==> config.mk <==
export PLATFORM = sky130hd
export DESIGN_NAME = rr_arb4_ctrl
export DESIGN_NICKNAME = d
export VERILOG_FILES = /design/src/rtl/rr_arb4_ctrl.sv
export SDC_FILE = /design/constraint.sdc
export NUM_CORES = 1
export LEC_CHECK = 0
export ABC_AREA = 1
export ABC_CLOCK_PERIOD_IN_PS = 2180
export CAP_MARGIN = 25
export CORE_ASPECT_RATIO = 0.6
export CORE_MARGIN = 5
export CORE_UTILIZATION = 42
export DETAILED_ROUTE_END_ITERATION = 10
export GPL_TIMING_DRIVEN = 0
export HOLD_SLACK_MARGIN = 0.15
export PLACE_DENSITY_LB_ADDON = 0.05
export SLEW_MARGIN = 15
export SYNTH_ARGS = -nofsm -noshare
export SYNTH_HDL_FRONTEND = slang
export SYNTH_SLANG_ARGS = --single-unit
==> constraint.sdc <==
create_clock -name clk -period 2.18 [get_ports clk]
set_clock_uncertainty 0.1 [all_clocks]
set_input_delay 0.545 -clock clk [delete_from_list [all_inputs] [get_ports clk]]
set_output_delay 0.545 -clock clk [all_outputs]
set_load 0.01 [all_outputs]
==> src/rtl/rr_arb4_ctrl.sv <==
// Four-requester round-robin arbiter with registered binary/one-hot grant and bounded hold time.
// Optional owner lock (timeout suppression) is enabled by defining RR_ARB4_LOCK_EN.
module rr_arb4_ctrl #(
  parameter int MAX_HOLD = 8,
  parameter int CNT_W    = 8
) (
  input  logic             clk,
  input  logic             rst_n,
  input  logic [3:0]       req,
`ifdef RR_ARB4_LOCK_EN
  input  logic             lock,
`endif
  output logic [1:0]       gnt_code,
  output logic [3:0]       gnt,
  output logic             gnt_valid,
  output logic [CNT_W-1:0] hold_cnt
);

  localparam logic [CNT_W-1:0] HOLD_LAST = CNT_W'(MAX_HOLD - 1);

  typedef enum logic {
    IDLE  = 1'b0,
    GRANT = 1'b1
  } state_t;

  state_t           state_reg, state_next;
  logic [1:0]       ptr_reg, ptr_next;
  logic [1:0]       gnt_code_reg, gnt_code_next;
  logic [3:0]       gnt_reg, gnt_next;
  logic             gnt_valid_reg, gnt_valid_next;
  logic [CNT_W-1:0] hold_cnt_reg, hold_cnt_next;

  logic [1:0] arb_ptr;
  logic [1:0] cand_idx [4];
  logic [3:0] cand_hit;
  logic [3:0] pick_onehot;
  logic [1:0] pick;
  logic       any_req;
  logic       timeout_en;
  logic       timeout;
  logic       owner_release;

`ifdef RR_ARB4_LOCK_EN
  assign timeout_en = ~lock;
`else
  assign timeout_en = 1'b1;
`endif

  // On a release edge the owner being released becomes the new pointer, so the
  // search must already start after it; in IDLE the stored pointer is current.
  assign arb_ptr = (state_reg == GRANT) ? gnt_code_reg : ptr_reg;
  assign any_req = |req;

  genvar gi;
  generate
    for (gi = 0; gi < 4; gi++) begin : g_cand
      // Candidate gi is the (gi+1)-th index after the pointer; gi=3 is the pointer itself.
      assign cand_idx[gi]    = arb_ptr + 2'(gi + 1);
      assign cand_hit[gi]    = req[cand_idx[gi]];
      assign pick_onehot[gi] = (pick == 2'(gi));
    end
  endgenerate

  always_comb begin
    pick = cand_idx[3];
    for (int i = 3; i >= 0; i--) begin
      if (cand_hit[i]) begin
        pick = cand_idx[i];
      end
    end
  end

  assign timeout       = timeout_en && (hold_cnt_reg == HOLD_LAST);
  assign owner_release = !req[gnt_code_reg] || timeout;

  always_comb begin
    state_next     = state_reg;
    ptr_next       = ptr_reg;
    gnt_code_next  = gnt_code_reg;
    gnt_next       = gnt_reg;
    gnt_valid_next = gnt_valid_reg;
    hold_cnt_next  = hold_cnt_reg;

    case (state_reg)
      IDLE: begin
        if (any_req) begin
          state_next     = GRANT;
          gnt_code_next  = pick;
          gnt_next       = pick_onehot;
          gnt_valid_next = 1'b1;
          hold_cnt_next  = '0;
        end
      end

      GRANT: begin
        if (owner_release) begin
          ptr_next = gnt_code_reg;
          if (any_req) begin
            gnt_code_next  = pick;
            gnt_next       = pick_onehot;
            gnt_valid_next = 1'b1;
            hold_cnt_next  = '0;
          end else begin
            state_next     = IDLE;
            gnt_next       = 4'b0000;
            gnt_valid_next = 1'b0;
            hold_cnt_next  = '0;
          end
        end else if (hold_cnt_reg != HOLD_LAST) begin
          // Saturation only matters while a lock suppresses the timeout.
          hold_cnt_next = hold_cnt_reg + 1'b1;
        end
      end

      default: begin
        state_next     = IDLE;
        gnt_next       = 4'b0000;
        gnt_valid_next = 1'b0;
        hold_cnt_next  = '0;
      end
    endcase
  end

  always_ff @(posedge clk) begin
    if (!rst_n) begin
      state_reg     <= IDLE;
      ptr_reg       <= 2'd3;
      gnt_code_reg  <= 2'd0;
      gnt_reg       <= 4'b0000;
      gnt_valid_reg <= 1'b0;
      hold_cnt_reg  <= '0;
    end else begin
      state_reg     <= state_next;
      ptr_reg       <= ptr_next;
      gnt_code_reg  <= gnt_code_next;
      gnt_reg       <= gnt_next;
      gnt_valid_reg <= gnt_valid_next;
      hold_cnt_reg  <= hold_cnt_next;
    end
  end

  assign gnt_code  = gnt_code_reg;
  assign gnt       = gnt_reg;
  assign gnt_valid = gnt_valid_reg;
  assign hold_cnt  = hold_cnt_reg;

endmodule

* After elaboration in Yosys (flattened, before gate mapping)
Cells that the tools add are included.
** Word-level totals
- Bits in registers :: 18
- Input bits :: 6
- Output and inout bits :: 15
- Word-level logic and storage cells :: 59
** Cells by class
- Add/sub/neg operators :: 4
- Magnitude comparators :: 4
- Equal/unequal tests :: 8
- Multiplexer cells :: 29
- Bitwise gates (word level) :: 1
- Reduce and logical (&&, ||, !) cells :: 7
** Operators by type and width (number)
- two-way mux 8 bit :: 3
- case mux 8 bit (2 select lines) :: 1
- less-than comparator 2 x 3 -> 1 bit (second input constant) :: 4
- two-way mux 2 bit :: 6
- two-way mux 4 bit :: 3
- adder 8 x 1 -> 8 bit (second input constant) :: 1
- binary-select mux 1 bit (select 2 bit) :: 4
- equality test 8 x 3 -> 1 bit (second input constant) :: 1
- two-way mux 1 bit :: 8
- != test 8 x 3 -> 1 bit (second input constant) :: 1
- case mux 4 bit (2 select lines) :: 1
- AND reduction 2 bit :: 3
- adder 2 bit (second input constant) :: 2
- equality test 2 bit (second input constant) :: 2
- case mux 1 bit (2 select lines) :: 2
- case mux 2 bit (2 select lines) :: 1
- OR reduction 4 bit :: 1
- != test 3 x 1 -> 1 bit (second input constant) :: 1
- adder 2 x 1 -> 2 bit (second input constant) :: 1
- equality test 2 x 1 -> 1 bit (second input constant) :: 1
- logical NOT 2 bit :: 1
- != test 2 x 1 -> 1 bit (second input constant) :: 1
- != test 2 bit (second input constant) :: 1
- logical NOT 1 bit :: 1
- 2 further kinds :: 2

* Depth between registers and ports, before layout
Gate-level depths: netlist of run 1.
- Depth after elaboration :: 11
- Mapped depth :: 15

* Worst setup path before layout of run 1
No wires, ideal clock.
- Kind :: input to register
- Start point :: in req[1]
- End point :: reg gnt_reg[1], in the netlist gnt[1]
- Setup time :: 0.128 ns
- Arrival :: 1.541 ns
- Data required time :: 1.952 ns
- Path slack :: 0.412 ns
- Stages :: 13
- Cells stage by stage :: inv_1 nand2_1 nand3_1 o21ai_0 nand2_1 nor2_2 inv_1 nand2_1 inv_1 nand2_1 nor2_1 nor2_1 nor2_1
** Between the ends
- Longest elaborated chain between the ends :: 9
** RTL lines
- start, declared :: line 9 : input logic [3:0] req,
- binary-select mux 1 bit (select 2 bit) :: line 59 : assign cand_hit[gi] = req[cand_idx[gi]];
- two-way mux 1 bit (not written as such) :: line 59
- two-way mux 2 bit (3 in series) :: line 67 : if (cand_hit[i]) begin
- equality test 2 x 1 -> 1 bit :: line 60 : assign pick_onehot[gi] = (pick == 2'(gi));
- two-way mux 4 bit :: line 98 : if (any_req) begin
- two-way mux 4 bit :: line 96 : if (owner_release) begin
- case mux 4 bit (2 select lines) :: line 84 : case (state_reg)
- end signal, assigned :: line 136 : gnt_reg <= gnt_next;
- end, declared :: line 29 : logic [3:0] gnt_reg, gnt_next;
Parallel ways exist; a longest one is shown, timed or not. The select of a mux whose other input is x is not followed.
A chain may end at the register's enable or synchronous reset.

* Final worst setup path of run 1
- Start point :: in req[0]
- End point :: reg gnt_reg[1], in the netlist gnt[1]
The elaborated chain is that of the path after synthesis.

==> flow_summary.toml, run 1 <==
[grt]
grt_use_total_pct = 17.2
grt_start_max_net_pins = 11
grt.overflow.total = 0
grt_pass1_vias = 1116
grt_pass1_wl_mm = 4.99
antenna_found_initial = 0

[place]
dpl_cell_area_sq_mm = 0.00129
io_buffers = 20
dp_slack_ns = -0.458
place_congestion = 0.787
place_hpwl_mm = 2.16
dp_cells = 226

[floorplanning]
die_y_um = 48.8
die_w_um = 74.6
core_area_sq_mm = 0.00245
rows = 14
ioPinCount = 21
die-area_sq_mm = 0.00364
start_util_pct = 42.9

[job]
maxCapViolations = 0

[critical_path]
required_ns = 2.22
r2r_end = "gnt[1]"
cp-startpoint = "req[0]"
r2r_cells = 13
path_max_fanout = 5
r2r_start = "gnt_code[0]"
cp-start-kind = "input pin"
crit_path_end_kind = "flop"
r2r_slack_ns = 0.32
crit_type = "in2reg"
crit_end = "gnt[1]"
arrival_ns = 2.09

[logic_synthesis]
yosysUniqueCellTypes = 18
syn-num-nets = 181
avgSynthCellArea_sq_um = 6.04
synth_area_leaders = "dfxtp_1 (34%), nand2_1 (25%), inv_1 (7.5%), nand3_1 (5.7%), a21oi_1 (5.2%)"
synthCells = 174
synth_top_area_cell = "dfxtp_1"
syn-cell-area_sq_mm = 0.00105
ys_warn_count = 0
ys_ff_latch = 18
yosysSeqAreaShare_pct = 34.3
synth_top_area_share_pct = 34.3

[cts]
cts_tree = "done"
clk_pin_slew_ns = 0.07
worstSkewPairLatency_ns = 0.26
clk_path_buf_depth = 2
cts_inserted_buffers = 3
cts-root-buf = "clkbuf_8"
cts_sinks = 18
htreeDepth = 1

[pwr]
p_sw_share_pct = 40.2
vdd.ir_drop.worst_v = 0.000491
p_leak_uw = 0.000619
p_int_uw = 803
power.share.combinational_pct = 46.8
power.switching_uw = 541
power_density_mw_per_mm2 = 966
pwr-share-clk_pct = 20.9
p_seq_share_pct = 32.2
total_power_uw = 1340

[detailed_routing]
drt_wl_total_mm = 2.87
wl_met3_um = 144
vias_per_cell = 5.09
via_count = 1187
wl_per_cell_um = 12.3
drc = 0
drtIter0Drc = 83
wl_met2_mm = 1.23
top_layer = "met4"
m1WireLength_mm = 1.45
drtPass1Iterations = 4
ant_nets = 0

[layout]
layout.cells.non_filler = 233
final_cell_mix = "nand2_1 (68), clkdlybuf4s50_1 (20), inv_1 (17), dfxtp_1 (17), nand3_1 (12)"
num-nets-final = 209
mostFrequentLayoutCell = "nand2_1"
largest_reg_flops = 8
finalInstanceArea_sq_mm = 0.00139
synthToLayoutAreaGrowth_pct = 32.3
drive_above_1_share_pct = 11.9
antennaDiodeCount = 0

[sta]
tightest_slew_ns = 0.438
final.setup.worst_slack_ns = 0.123
min_period_ns = 2.06
clock.fmax_mhz = 486
whs_ns = 0.370
slew_headroom_pct = 70.8
final-hold-violation-count = 0
setup_viol = 0
post-route-period-util_pct = 94.4
drv_slew = 0

[hold_path]
hp-class = "reg2reg"

[outcome]
status = "finished clean"
metrics by stage:
step	setup TNS [ns]	util, %
CTS	0	55.4
detailed placement	-2.82	52.7
global placement	-2.59	52.7
floorplan	0	-
finish	0	56.7
global route	-0.0104	56.7
what timing repair did:
action / CTS / global route
hold buffers: 0 / 0
gates resized for setup: 1 / 11
endpoints found under the setup margin: 6 / 9
buffers inserted: 1 / 2
pin swaps: 1 / 3
cell type report:
class	count	area, sq um
fillers	240	1060
multi-input cells	132	617
flip-flops and latches	18	362
repair buffers	23	226
inverters	23	86.3
clock buffers	4	55.1
well taps	32	40.0
plain buffers	1	3.75
synthesized netlist by cell type:
library cell	n
nor2_1	12
a221oi_1	2
o21ai_0	8
dfxtp_1	18
nor2_2	1
nand2_1	70
clkbuf_1	1
nand2_2	5
xnor2_1	2
inv_2	2
ha_1	1
a21oi_1	11
nand3b_1	1
nand4_1	2
o221ai_1	2
inv_1	21
nor3_1	3
nand3_1	12
critical path, stage by stage:
cell             delay (ns)
clkdlybuf4s50_1        0.53
inv_2                  0.07
nand2_1                0.07
nand3_1                0.08
o21ai_2                0.07
nand2_2                0.10
nor2_4                 0.12
inv_1                  0.08
nand2_2                0.10
inv_2                  0.07
nand2_1                0.07
nor2_1                 0.05
nor2_1                 0.09
nor2_1                 0.04
power groups by stage:
stage	combinational, uW	clock, uW	sequential [uW]
2_1_floorplan	358	0	452
3_3_place_gp	553	0	435
3_5_place_dp	564	0	440
4_1_cts	583	290	432
5_1_grt	712	304	440
6_report	629	281	433
cell families (layout without fill, tap and decap cells):
logic type	Yosys count	in the layout	share of synthesized area, %
compound gates	23	23	12.4
xor+xnor	2	2	1.67
fa+ha+maj	1	1	1.19
buf+inv	24	51	8.57
flops	18	18	34.3
simple gates	106	106	41.9
worst min path at each step:
stage,start,endpoint,cells after the start
detailed placement,gnt_valid,gnt_valid,2
finish,gnt[3],gnt[3],2
floorplan,gnt_valid,gnt_valid,2
CTS,gnt[3],gnt[3],2
global route,gnt[0],gnt[0],2
global placement,gnt_valid,gnt_valid,2
metal layers:
layer | vias up | global-route usage, %
met1 | 538 | 24.7
li1 | 609 | -
met5 | - | 0
met4 | 0 | 4.73
met3 | 7 | 4.13
met2 | 33 | 25.5
(Power assumes the default switching activity.)
==> run 2, diff against run 1 <==
Settings changed: CELL_PAD_IN_SITES_DETAIL_PLACEMENT set to 0, CELL_PAD_IN_SITES_GLOBAL_PLACEMENT set to 2, CORE_UTILIZATION 42 to 26.
==> run 2 against run 1 <==
- combinational power about the same
- clock power down 5%
- wire length up 1.2%
- first-iteration DRC count decreased by 51%
- final area grew 1.1%
==> flow_summary.toml, run 2 (same netlist as run 1, synthesis figures left out) <==
[grt]
grt_start_max_net_pins = 11
met2_usage_pct = 14.3
grt_pass1_vias = 953
antenna_found_initial = 0
busiest_layer = "met1"
grt_pass1_wl_mm = 4.71
grt_use_met1_pct = 17.2
grt_use_total_pct = 11.0
grt.overflow.total = 0
use_met3_pct = 4.06

[sta]
setup_viol = 0
slew_headroom_pct = 69.8
tightest_slew_ns = 0.454
post-route-period-util_pct = 95.0
final.setup.worst_slack_ns = 0.108
final-hold-violation-count = 0
drv_slew = 0
min_period_ns = 2.07
clock.fmax_mhz = 483

[critical_path]
r2r_end = "gnt_code[0]"
r2r_cells = 14
critPathTopFamily = "simple AND/OR/NAND/NOR gates"
cp-start-kind = "input pin"
crit_type = "in2reg"
crit_path_end_kind = "flop"
required_ns = 2.26
r2r_start = "gnt_code[0]"
arrival_ns = 2.15
critPathMaxStageDelay_ns = 0.44
cp_num_cells = 8
r2r_slack_ns = 0.29
cpMaxStageDelayCell = "clkdlybuf4s50_1"
path_max_fanout = 9
crit_chain = "clkdlybuf4s50_1, inv_1, nand4_1, nor2_2, nor2_1, inv_2, nand2_1, a21oi_1"
path_buf_inv = 3

[layout]
final_cell_mix = "nand2_1 (68), clkdlybuf4s50_1 (20), inv_1 (19)"
antennaDiodeCount = 0
synthToLayoutAreaGrowth_pct = 33.7
drive_above_1_share_pct = 10.9
finalInstanceArea_sq_mm = 0.00141
layout.cells.non_filler = 248
num-nets-final = 209
postLayoutCoreUtil_pct = 37.1
fill_cells = 422
largest_reg_flops = 8
mostFrequentLayoutCell = "nand2_1"

[cts]
clk_path_buf_depth = 2
cts_sinks = 18
worstSkewPairLatency_ns = 0.25
clk_pin_slew_ns = 0.07
htreeDepth = 1
cts_tree = "done"
cts-root-buf = "clkbuf_8"
cts_inserted_buffers = 3

[detailed_routing]
drtPass1Iterations = 4
drt_wl_total_mm = 2.91
ant_nets = 0
vias_per_cell = 4.57
wl_per_cell_um = 11.7
via_count = 1133
drtIter0Drc = 41
drc = 0

[pwr]
p_sw_share_pct = 40.0
p_int_uw = 797
vdd.ir_drop.worst_v = 0.000374
power.share.combinational_pct = 47.5
p_leak_uw = 0.000620
power.switching_uw = 532
p_seq_share_pct = 32.4
power_density_mw_per_mm2 = 945
pwr-share-clk_pct = 20.1

[hold_path]
hp-start = "gnt_valid"
hp-class = "reg2reg"
hold_depth = 2
hold_end = "gnt_valid"

[floorplanning]
die_w_um = 92.1
die-area_sq_mm = 0.00546
core_area_sq_mm = 0.00379
die_y_um = 59.3
ioPinCount = 21
start_util_pct = 27.8
rows = 17

[place]
dp_cells = 241
dp_slack_ns = -0.658
dpl_cell_area_sq_mm = 0.00131
place_congestion = 0.753
io_buffers = 20
place_hpwl_mm = 2.34

[job]
maxCapViolations = 0

[outcome]
status = "finished clean"
## run 2: timing repair
action                                  CTS  global route
hold buffers                              0             0
endpoints found under the setup margin    7             6
pin swaps                                 2             0
buffers inserted                          1             2
gates resized for setup                   5             5
## run 2: how the worst max path moves through the flow
stage | to | startpoint
CTS | gnt_code[0] | req[1]
global placement | gnt_code[0] | req[1]
finish | gnt[3] | req[0]
floorplan | gnt[1] | req[1]
global route | gnt[3] | req[1]
detailed placement | gnt_code[0] | req[2]
## run 2: worst reg2reg max path, delay by kind of cell, from the launching register on
family	cells	cell delay, ns
simple gates	11	1.07
compound gates	1	0.12
flops	1	0.42
buf+inv	2	0.12
## run 2: layout make-up
class / count / area [sq um] / share of cell area (%)
repair buffers: 23 / 223 / 15.9
plain buffers: 1 / 3.75 / 0.267
flip-flops and latches: 18 / 362 / 25.7
clock buffers: 4 / 55.1 / 3.92
inverters: 23 / 86.3 / 6.14
multi-input cells: 132 / 617 / 43.9
well taps: 47 / 58.8 / 4.19
## run 2: metal layers
layer	part of all wire (%)	routed length [um]
met5	0	0
met4	0.41	12
met3	7.2	210
met2	35	1010
met1	58	1680
## run 2: stage by stage
step,power (uW),TNS [ns],hold WS [ns]
final,1330,0,0.364
after global routing,1450,-0.000889,0.396
after CTS,1320,0,0.367
after detailed placement,1020,-4.62,0.356
after global placement,1020,-4.13,0.349
after floorplan,811,0,0.383
## run 2: power groups by stage
| stage | Combinational, uW | Sequential, uW | Clock [uW] |
|---|---|---|---|
| floorplan | 358 | 452 | 0 |
| global placement | 581 | 436 | 0 |
| detailed placement | 584 | 437 | 0 |
| CTS | 606 | 430 | 282 |
| global route | 712 | 442 | 300 |
| finish | 631 | 430 | 268 |
==> run 3, diff against run 2 <==
Settings changed: MAX_ROUTING_LAYER set to met4.
==> run 3 against run 2 <==
- maximum frequency up 1.3%
- critical path depth unchanged
- critical endpoint unchanged
- largest cell class unchanged
- hold slack about the same
- core utilization unchanged
==> flow_summary.toml, run 3 (same netlist as run 1, synthesis figures left out) <==
[critical_path]
path_max_fanout = 9
crit_chain = "clkdlybuf4s50_1, inv_1, nand4_1, nor2_2, nor2_1, inv_2, nand2_1, a21oi_1"
crit_type = "in2reg"
path_buf_inv = 3
crit_path_end_kind = "flop"
required_ns = 2.26
cp-start-kind = "input pin"
critPathMaxStageDelay_ns = 0.44
critPathTopFamily = "simple AND/OR/NAND/NOR gates"
cpMaxStageDelayCell = "clkdlybuf4s50_1"
arrival_ns = 2.12

[floorplanning]
rows = 17
die-area_sq_mm = 0.00546
die_w_um = 92.1
ioPinCount = 21
core_area_sq_mm = 0.00379
start_util_pct = 27.8
die_y_um = 59.3

[sta]
drv_slew = 0
min_period_ns = 2.04
setup_viol = 0
tightest_slew_ns = 0.455
clock.fmax_mhz = 489
slew_headroom_pct = 69.7
whs_ns = 0.364
final-hold-violation-count = 0
post-route-period-util_pct = 93.8

[grt]
grt.overflow.total = 0
antenna_found_initial = 0
grt_pass1_vias = 952
grt_pass1_wl_mm = 4.71
grt_use_total_pct = 11.4
grt_start_max_net_pins = 11

[pwr]
p_leak_uw = 0.000620
vdd.ir_drop.worst_v = 0.000374
power_density_mw_per_mm2 = 945

[cts]
clk_pin_slew_ns = 0.07
htreeDepth = 1
clk_path_buf_depth = 2
hold_buffers = 0
cts_sinks = 18
worstSkewPairLatency_ns = 0.25
cts-root-buf = "clkbuf_8"
cts_inserted_buffers = 3
cts_tree = "done"

[hold_path]
hp-class = "reg2reg"

[layout]
layout.cells.non_filler = 248
largest_reg_flops = 8
antennaDiodeCount = 0
final_cell_mix = "nand2_1 (68), clkdlybuf4s50_1 (20), inv_1 (19)"
synthToLayoutAreaGrowth_pct = 33.7
drive_above_1_share_pct = 10.9
num-nets-final = 209
fill_cells = 422
mostFrequentLayoutCell = "nand2_1"

[place]
place_congestion = 0.763
io_buffers = 20
place_hpwl_mm = 2.34
dp_cells = 241

[detailed_routing]
drtIter0Drc = 41
wl_per_cell_um = 11.7
drtPass1Iterations = 4
drt_wl_total_mm = 2.90
ant_nets = 0
via_count = 1137
vias_per_cell = 4.58
drc = 0

[outcome]
status = "finished clean"

[job]
maxCapViolations = 0
[run 3: cell counts in the layout (fill, tap and decap cells not counted)]
No cell type changed its count.
[run 3: area by class of cell]
cell class | count | area, sq um | share of cell area (%)
multi-input cells | 132 | 617 | 43.9
well taps | 47 | 58.8 | 4.19
flip-flops and latches | 18 | 362 | 25.7
plain buffers | 1 | 3.75 | 0.267
repair buffers | 23 | 223 | 15.9
inverters | 23 | 86.3 | 6.14
clock buffers | 4 | 55.1 | 3.92
[run 3: worst min-delay path, stage by stage, from the launching register on]
cell	delay (ns)
dfxtp_1	0.31
nand2_1	0.06
a21oi_1	0.05
[run 3: worst paths after layout]
kind / slack (ns) / depth (start not counted) / to / from
worst max-delay path: 0.14 / 8 / gnt[3] / req[0]
worst min-delay path: 0.36 / 2 / gnt_valid / gnt_valid
worst max register to register: 0.30 / 14 / gnt_code[0] / gnt_code[0]
worst min register to register: 0.36 / 2 / gnt_valid / gnt_valid
[run 3: per-layer routing]
layer  routed length [um]  track usage, %
met5                    0               -
met2                 1020            14.3
met3                  203            3.93
met1                 1660            17.3
met4                   12            1.27
[run 3: power breakdown]
part           total [uW]  switching, uW  leakage (uW)  internal, uW
logic                 630            380      0.000444           250
clock network         268            107     0.0000288           160
registers             430           43.6      0.000147           386
[run 3: repair_timing]
item,CTS,global route
setup buffers,1,2
setup endpoints to repair,7,6
pin swaps,2,0
resized for setup,5,5
[run 3: stage by stage]
stage	instance area [sq um]	TNS, ns	utilization (%)	power [uW]	setup slack [ns]
floorplan	1050	0	-	811	0.412
global placement	1310	-4.13	34.6	1020	-0.644
detailed placement	1310	-4.62	34.6	1020	-0.658
CTS	1380	0	36.5	1320	0.0221
global route	1410	-0.000886	37.1	1450	-0.000886
finish	1410	0	37.1	1330	0.136
